==> config.mk <==
export PLATFORM = sky130hd
export DESIGN_NAME = ip_ascii8_mapper
export DESIGN_NICKNAME = d
export VERILOG_FILES = /design/src/rtl/ip_ascii8_mapper_pkg.sv /design/src/rtl/ip_ascii8_bank_regs.sv /design/src/rtl/ip_ascii8_mapper.sv
export SDC_FILE = /design/constraint.sdc
export NUM_CORES = 1
export LEC_CHECK = 0
export CAP_MARGIN = 20
export CORE_AREA = 2 2 124 102
export CTS_CLUSTER_DIAMETER = 200
export DETAILED_ROUTE_END_ITERATION = 10
export DIE_AREA = 0 0 126 104
export SKIP_CTS_REPAIR_TIMING = 1
export SLEW_MARGIN = 20
export SYNTH_ARGS = -nofsm -noshare
export SYNTH_HDL_FRONTEND = slang
export SYNTH_HIERARCHICAL = 1
export SYNTH_SLANG_ARGS = --single-unit
==> constraint.sdc <==
create_clock -name clk -period 1.4 [get_ports clk]
set_input_delay 0.35 -clock clk [delete_from_list [all_inputs] [get_ports clk]]
set_output_delay 0.35 -clock clk [all_outputs]
set_load 0.01 [all_outputs]
==> src/rtl/ip_ascii8_mapper_pkg.sv <==
// Shared definitions for the ASCII8 ROM mapper: FSM encoding, window bounds, bank-select prefix.
// Optional bank masking is selected with the ASCII8_BANK_MASK_EN macro.
package ip_ascii8_mapper_pkg;

    typedef enum logic [1:0] {
        IDLE = 2'd0,
        REQ  = 2'd1,
        DONE = 2'd2
    } state_t;

    localparam logic [15:0] WINDOW_LO       = 16'h4000;
    localparam logic [15:0] WINDOW_HI       = 16'hBFFF;
    localparam logic [4:0]  BANK_SEL_PREFIX = 5'b01100;

    function automatic logic in_window(input logic [15:0] addr);
        return (addr >= WINDOW_LO) && (addr <= WINDOW_HI);
    endfunction

    // 4000/6000/8000/A000 -> pages 0..3
    function automatic logic [1:0] page_of(input logic [1:0] addr_14_13);
        return addr_14_13 - 2'd2;
    endfunction

endpackage

==> src/rtl/ip_ascii8_bank_regs.sv <==
// Four ASCII8 bank registers with write decode (6000-7FFF) and read-page decode.
// With ASCII8_BANK_MASK_EN defined, stored bank numbers are ANDed with ROM_BANK_MASK.
module ip_ascii8_bank_regs
    import ip_ascii8_mapper_pkg::*;
#(
    parameter logic [7:0] ROM_BANK_MASK = 8'hFF
) (
    input  logic       clk,
    input  logic       n_reset,
    input  logic       wr_strobe,
    input  logic [4:0] addr_hi,
    input  logic [7:0] wr_data,
    output logic [7:0] rd_bank
);

    logic [7:0] bank_reg [4];
    logic [3:0] bank_we;
    logic [7:0] bank_wdata;
    logic       wr_sel;

    // Bank writes live at 6000-7FFF; bits [12:11] pick the register
    assign wr_sel = wr_strobe && (addr_hi[4:2] == BANK_SEL_PREFIX[4:2]);

    genvar gi;
    generate
        for (gi = 0; gi < 4; gi++) begin : g_we
            assign bank_we[gi] = wr_sel && (addr_hi[1:0] == 2'(gi));
        end
    endgenerate

`ifdef ASCII8_BANK_MASK_EN
    assign bank_wdata = wr_data & ROM_BANK_MASK;
`else
    logic [7:0] unused_bank_mask;
    assign unused_bank_mask = ROM_BANK_MASK;
    assign bank_wdata       = wr_data;
`endif

    always_ff @(posedge clk or negedge n_reset) begin
        if (!n_reset) begin
            for (int i = 0; i < 4; i++) begin
                bank_reg[i] <= 8'h00;
            end
        end else begin
            for (int i = 0; i < 4; i++) begin
                if (bank_we[i]) begin
                    bank_reg[i] <= bank_wdata;
                end
            end
        end
    end

    // Registered banks give the pre-write value to a read in the same cycle
    assign rd_bank = bank_reg[page_of(addr_hi[3:2])];

endmodule

==> src/rtl/ip_ascii8_mapper.sv <==
// ASCII8 MSX ROM mapper: bank registers plus a read FSM fetching ROM bytes from a memory controller.
// Define ASCII8_BANK_MASK_EN to mask stored bank numbers with ROM_BANK_MASK.
module ip_ascii8_mapper
    import ip_ascii8_mapper_pkg::*;
#(
    parameter logic [7:0] ROM_BANK_MASK = 8'hFF
) (
    input  logic        clk,
    input  logic        n_reset,
    input  logic [15:0] bus_address,
    input  logic        bus_read,
    input  logic        bus_write,
    input  logic [7:0]  bus_write_data,
    input  logic        bus_memory,
    output logic        bus_memory_cs,
    output logic        bus_read_ready,
    output logic [7:0]  bus_read_data,
    output logic [20:0] mem_address,
    output logic        mem_req,
    input  logic        mem_ack,
    input  logic [7:0]  mem_rdata
);

    state_t      state_reg;
    logic [20:0] mem_address_reg;
    logic        mem_req_reg;
    logic        ready_reg;
    logic [7:0]  data_reg;
    logic [7:0]  rd_bank;
    logic        rd_go;

    assign bus_memory_cs = in_window(bus_address);
    assign rd_go         = bus_read && bus_memory;

    ip_ascii8_bank_regs #(
        .ROM_BANK_MASK(ROM_BANK_MASK)
    ) u_bank_regs (
        .clk      (clk),
        .n_reset  (n_reset),
        .wr_strobe(bus_write && bus_memory),
        .addr_hi  (bus_address[15:11]),
        .wr_data  (bus_write_data),
        .rd_bank  (rd_bank)
    );

    always_ff @(posedge clk or negedge n_reset) begin
        if (!n_reset) begin
            state_reg       <= IDLE;
            mem_address_reg <= 21'h0;
            mem_req_reg     <= 1'b0;
            ready_reg       <= 1'b0;
            data_reg        <= 8'h00;
        end else begin
            case (state_reg)
                IDLE, DONE: begin
                    if (rd_go) begin
                        state_reg       <= REQ;
                        mem_address_reg <= {rd_bank, bus_address[12:0]};
                        mem_req_reg     <= 1'b1;
                        ready_reg       <= 1'b0;
                    end
                end
                REQ: begin
                    // New reads and bank writes leave the in-flight address alone
                    if (mem_ack) begin
                        state_reg   <= DONE;
                        data_reg    <= mem_rdata;
                        mem_req_reg <= 1'b0;
                        ready_reg   <= 1'b1;
                    end
                end
                default: begin
                    state_reg   <= IDLE;
                    mem_req_reg <= 1'b0;
                    ready_reg   <= 1'b0;
                end
            endcase
        end
    end

    assign mem_address    = mem_address_reg;
    assign mem_req        = mem_req_reg;
    assign bus_read_ready = ready_reg;
    assign bus_read_data  = data_reg;

endmodule

# After elaboration in Yosys (flattened, before gate mapping)
# Cells that the tools add are included.
# totals
latch_bits	0
ram_bits	0
input_bits	38
output_inout_bits	32
rom_bits	0
memories	0
reg_bits	65
# op_classes
bitwise	1
n_mux	12
n_reduce_logical	14
n_mul	0
n_addsub	1
n_div	0
magnitude_cmp	3
n_eq_ne	8
n_shift	0
# op_table
cell	count
8-bit binary-select mux with 2-bit select	1
16-bit by 15-bit >= comparator with 1-bit output, second input constant	1
16-bit <= comparator, second input constant	1
8-bit 2-to-1 mux	2
1-bit logical AND	8
2-bit equality test, second input constant	3
2-bit AND reduction	3
2-bit by 1-bit equality test with 1-bit output, second input constant	2
2-bit zero test	2
1-bit 2-to-1 mux	4
2-bit 2-to-1 mux	2
2-bit != test, second input constant	2
1-bit case mux with 2 select lines	2
2-bit case mux with 2 select lines	1
3-bit by 2-bit equality test with 1-bit output, second input constant	1
3-bit >= comparator, second input constant	1
2-bit NOT with 3-bit output	1
2-bit OR reduction	1
2-bit subtractor, second input constant	1

# Logic depth before layout (Yosys ltp)
# depth
depth_word	5
mapped_depth	5

# Modules after synthesis
# The synthesis kept the hierarchy.
# by_module_without_submodules
mod	cells_per_inst	area_per_inst_um2	n_inst
ip_ascii8_bank_regs	81	1508.9	1
ip_ascii8_mapper	72	1280.0	1

# Worst setup path after synthesis
# No wires, ideal clock.
# synth_path
path_type	input-to-reg
startpoint	input bus_address[14]
endpoint	register u_bank_regs/bank_reg[24] in the netlist's numbering
n_path_buf	2
required_ns	1.275
setup_slack_ns	-0.150
cell_stages	5
t_arrival_ns	1.424
setup_ns	0.125
cell_sequence	buf_4 nand4b_4 or3_1 buf_6 mux2_4
# synth_via
elab_chain_len	3
# synth_lines
element	line	rtl
start, declared	ip_ascii8_mapper.sv:10	input logic [15:0] bus_address,
3-bit by 2-bit equality test with 1-bit output	ip_ascii8_bank_regs.sv:22	assign wr_sel = wr_strobe && (addr_hi[4:2] == BANK_SEL_PREFIX[4:2]);
1-bit logical AND	ip_ascii8_bank_regs.sv:22	
1-bit logical AND	ip_ascii8_bank_regs.sv:27	assign bank_we[gi] = wr_sel && (addr_hi[1:0] == 2'(gi));
end signal, assigned by index	ip_ascii8_bank_regs.sv:47	bank_reg[i] <= bank_wdata;
end, declared	ip_ascii8_bank_regs.sv:16	logic [7:0] bank_reg [4];
# Every way passes these cells.
# A chain may end at the register's enable or synchronous reset.

# Worst setup path in the final report
# layout_path
startpoint	input bus_address[15]
endpoint	register u_bank_regs/bank_reg[28] in the netlist's numbering
# Same word-level chain as after synthesis.

==> results.sh <==
export IMPL_detailedPlace_worstSlack_ns=-0.760
export IMPL_grt_setup_unrepaired="no"
export IMPL_via_count_of_the_first_global_routing_pass=1866
export IMPL_drc=0
export IMPL_post_synth_num_cell_types=20
export IMPL_fin_crit_sh_pct=98.7
export IMPL_worst_clock_skew_ns=0.00501
export IMPL_gr_usage_all_layers_pct=10.4
export IMPL_first_pass_grt_wire_length_um=10400
export IMPL_min_period_ns=1.38
export IMPL_postLayoutSetupSlackWorst_ns=0.0188
export IMPL_setup_total_negative_slack_ns=0
export IMPL_post_drt_wl_per_cell_um=15.7
export IMPL_status="completed"
export IMPL_final_hold_violation_count=0
export IMPL_numCtsBuffers=9
export IMPL_power_density_nw_per_um2=1420
export IMPL_synth_top_cell_by_area="sky130_fd_sc_hd__dfrtp_1"
export IMPL_drtPass1Iterations=4
export IMPL_boundaryPins=70
export IMPL_critPathKind="in -> reg"
export IMPL_critical_path_startpoint_type="primary input"
export IMPL_fp_dieH_um=104
export IMPL_report_final_setup_viol=0
export IMPL_endpoint_type_of_the_worst_setup_path="flop"
export IMPL_maxClockFrequency_mhz=724
export IMPL_drv_slew=0
export IMPL_detailed_route_wl_um=6380
export IMPL_ys_seq_area_share_pct=56.5
export IMPL_core_sq_um=11900
export IMPL_hpwlAfterDp_um=4480
export IMPL_antenna_found_initial=0
export IMPL_critPathRequiredTime_ns=1.61
export IMPL_synth_top_area_share_pct=56.5
export IMPL_floorplan_initialDensity_pct=23.5
export IMPL_global_route_overflow_total=0
export IMPL_post_synth_inst_count=153
export IMPL_synth_yosys_warnings=6
export IMPL_tritoncts="yes"
export IMPL_cts_num_sinks=63
export IMPL_hold_path_class="in -> reg"
export IMPL_layout_area_overhead_vs_synth_pct=53.4
export IMPL_path_max_fanout=8
export IMPL_count_of_state_elements_after_synthesis=63
export IMPL_total_power_w=0.00607
export IMPL_final_antenna_net_count=0
export IMPL_place_congestion=0.661
export IMPL_drt_iter0_markers=42
export IMPL_final_nets=289
export IMPL_design_die_area_sq_um=13100
export IMPL_synth_top_cells_by_area="sky130_fd_sc_hd__dfrtp_1, sky130_fd_sc_hd__mux2_4, sky130_fd_sc_hd__mux2_2"
export IMPL_cts_root_buffer_cell="sky130_fd_sc_hd__clkbuf_16"
export IMPL_antennaDiodeCount=0
export IMPL_drive_above_1_share_pct=43.9
export IMPL_filler_cell_count=1126
export IMPL_power_static_leakage_nw=2.36
export IMPL_worst_ir_drop_vdd_mv=0.571
export IMPL_max_slew_margin_pct=69.0
export IMPL_synth_cell_area_sq_um=2790
export IMPL_synth_net_count=192
export IMPL_tightestPinTransition_ns=0.465
export IMPL_drv_max_cap_violation_count=0
export IMPL_worst_endpoint_arrival_ns=1.59
export IMPL_clk_pin_slew_ns=0.05
export IMPL_holdWs_ns=0.392
export IMPL_grt_max_degree=25
export IMPL_clock_tree_htree_level_count=3
export IMPL_worstSkewPairLatency_ns=0.33
export IMPL_reg2reg_setup_slack_ns=0.12
export IMPL_avg_synthesized_cell_area_sq_um=18.2
export IMPL_die_width_um=126
export IMPL_placement_io_buffers=69
export IMPL_num_vias=1675
export IMPL_via_per_inst=4.12
export IMPL_largest_register_ffs=32
export IMPL_row_count=36
export IMPL_clock_tree_buffer_depth=2
-- cell usage after synthesis --
master and count:
sky130_fd_sc_hd__dfrtp_1 63, sky130_fd_sc_hd__mux2_2 34, sky130_fd_sc_hd__mux2_4 27, sky130_fd_sc_hd__mux4_1 8
sky130_fd_sc_hd__buf_6 4, sky130_fd_sc_hd__inv_1 2, sky130_fd_sc_hd__nor3b_4 2, sky130_fd_sc_hd__a21bo_2 1
sky130_fd_sc_hd__a21oi_1 1, sky130_fd_sc_hd__and2_1 1, sky130_fd_sc_hd__buf_4 1, sky130_fd_sc_hd__ha_1 1
sky130_fd_sc_hd__nand2_1 1, sky130_fd_sc_hd__nand2b_1 1, sky130_fd_sc_hd__nand3b_2 1, sky130_fd_sc_hd__nand3b_4 1
sky130_fd_sc_hd__nand4b_4 1, sky130_fd_sc_hd__nor2_2 1, sky130_fd_sc_hd__o21ai_0 1, sky130_fd_sc_hd__or3_1 1
-- layout make-up --
type	count	area, sq um	share of cell area [%]
Multi-Input combinational cell	83	1180	27.6
Clock buffer	10	229	5.35
Timing Repair Buffer	91	1030	24.0
Tap cell	152	190	4.45
Clock inverter	6	70.1	1.64
Inverter	2	7.51	0.175
Sequential cell	63	1580	36.9
-- placed cells by master, fill, tap and decap left out, types with 2 or more instances in the layout --
| cell | count |
|---|---|
| sky130_fd_sc_hd__buf_12 | 6 |
| sky130_fd_sc_hd__dfrtp_1 | 63 |
| sky130_fd_sc_hd__mux2_4 | 33 |
| sky130_fd_sc_hd__mux2_2 | 28 |
| sky130_fd_sc_hd__inv_1 | 2 |
| sky130_fd_sc_hd__dlymetal6s2s_1 | 35 |
| sky130_fd_sc_hd__clkinv_4 | 3 |
| sky130_fd_sc_hd__clkdlybuf4s50_1 | 29 |
| sky130_fd_sc_hd__mux4_1 | 7 |
| sky130_fd_sc_hd__buf_4 | 13 |
| sky130_fd_sc_hd__buf_6 | 4 |
| sky130_fd_sc_hd__clkbuf_16 | 9 |
| sky130_fd_sc_hd__nor3b_4 | 2 |
-- critical path, stage by stage --
cell                             delay (ns)
sky130_fd_sc_hd__dlymetal6s2s_1        0.13
sky130_fd_sc_hd__nand4b_4              0.22
sky130_fd_sc_hd__or3_4                 0.43
sky130_fd_sc_hd__buf_12                0.16
sky130_fd_sc_hd__mux2_4                0.29
-- power by group --
part	leakage, nW	internal, W	switching [W]
clock	0.147	0.00139	0.000829
combinational	1.41	0.000969	0.000491
sequential	0.805	0.00220	0.000189
-- metrics by stage --
stage / cell area (sq um) / cells / utilization [%]
floorplan: 2820 / 153 / -
global placement: 3850 / 389 / 32.4
detailed placement: 3850 / 389 / 32.4
CTS: 4150 / 405 / 34.9
global route: 4280 / 407 / 36.0
finish: 4280 / 407 / 36.0
-- layer usage --
metal	global-route usage [%]	wire, um	share of wire, %	vias to the layer above
met2	16.4	3140	49	41
li1	-	-	-	759
met3	4.01	310	4.9	7
met4	3.06	69	1.1	0
met1	13.1	2860	45	868
met5	0	0	0	-
-- worst paths after layout --
check,from,to,depth (start not counted)
min in group asynchronous,n_reset,u_bank_regs/bank_reg[15],2
worst max-delay path,bus_address[15],u_bank_regs/bank_reg[28],5
max in group asynchronous,n_reset,mem_address[9],3
worst min register to register,bus_read_data[3],bus_read_data[3],1
worst min-delay path,bus_address[12],mem_address[12],2
worst max register to register,u_bank_regs/bank_reg[2],mem_address[15],2
-- cell families (layout without fill, tap and decap cells) --
logic type / count (synthesis) / count (layout) / share of synthesized area, %
AO/OA/AOI/OAI: 3 / 3 / 0.717
adder cells (fa/ha/maj): 1 / 1 / 0.449
buffers and inverters: 7 / 109 / 2.15
flip-flops: 63 / 63 / 56.5
multiplexers: 69 / 69 / 35.8
AND/OR/NAND/NOR: 10 / 10 / 4.35
Note: power is estimated with default switching activity, not from simulation.
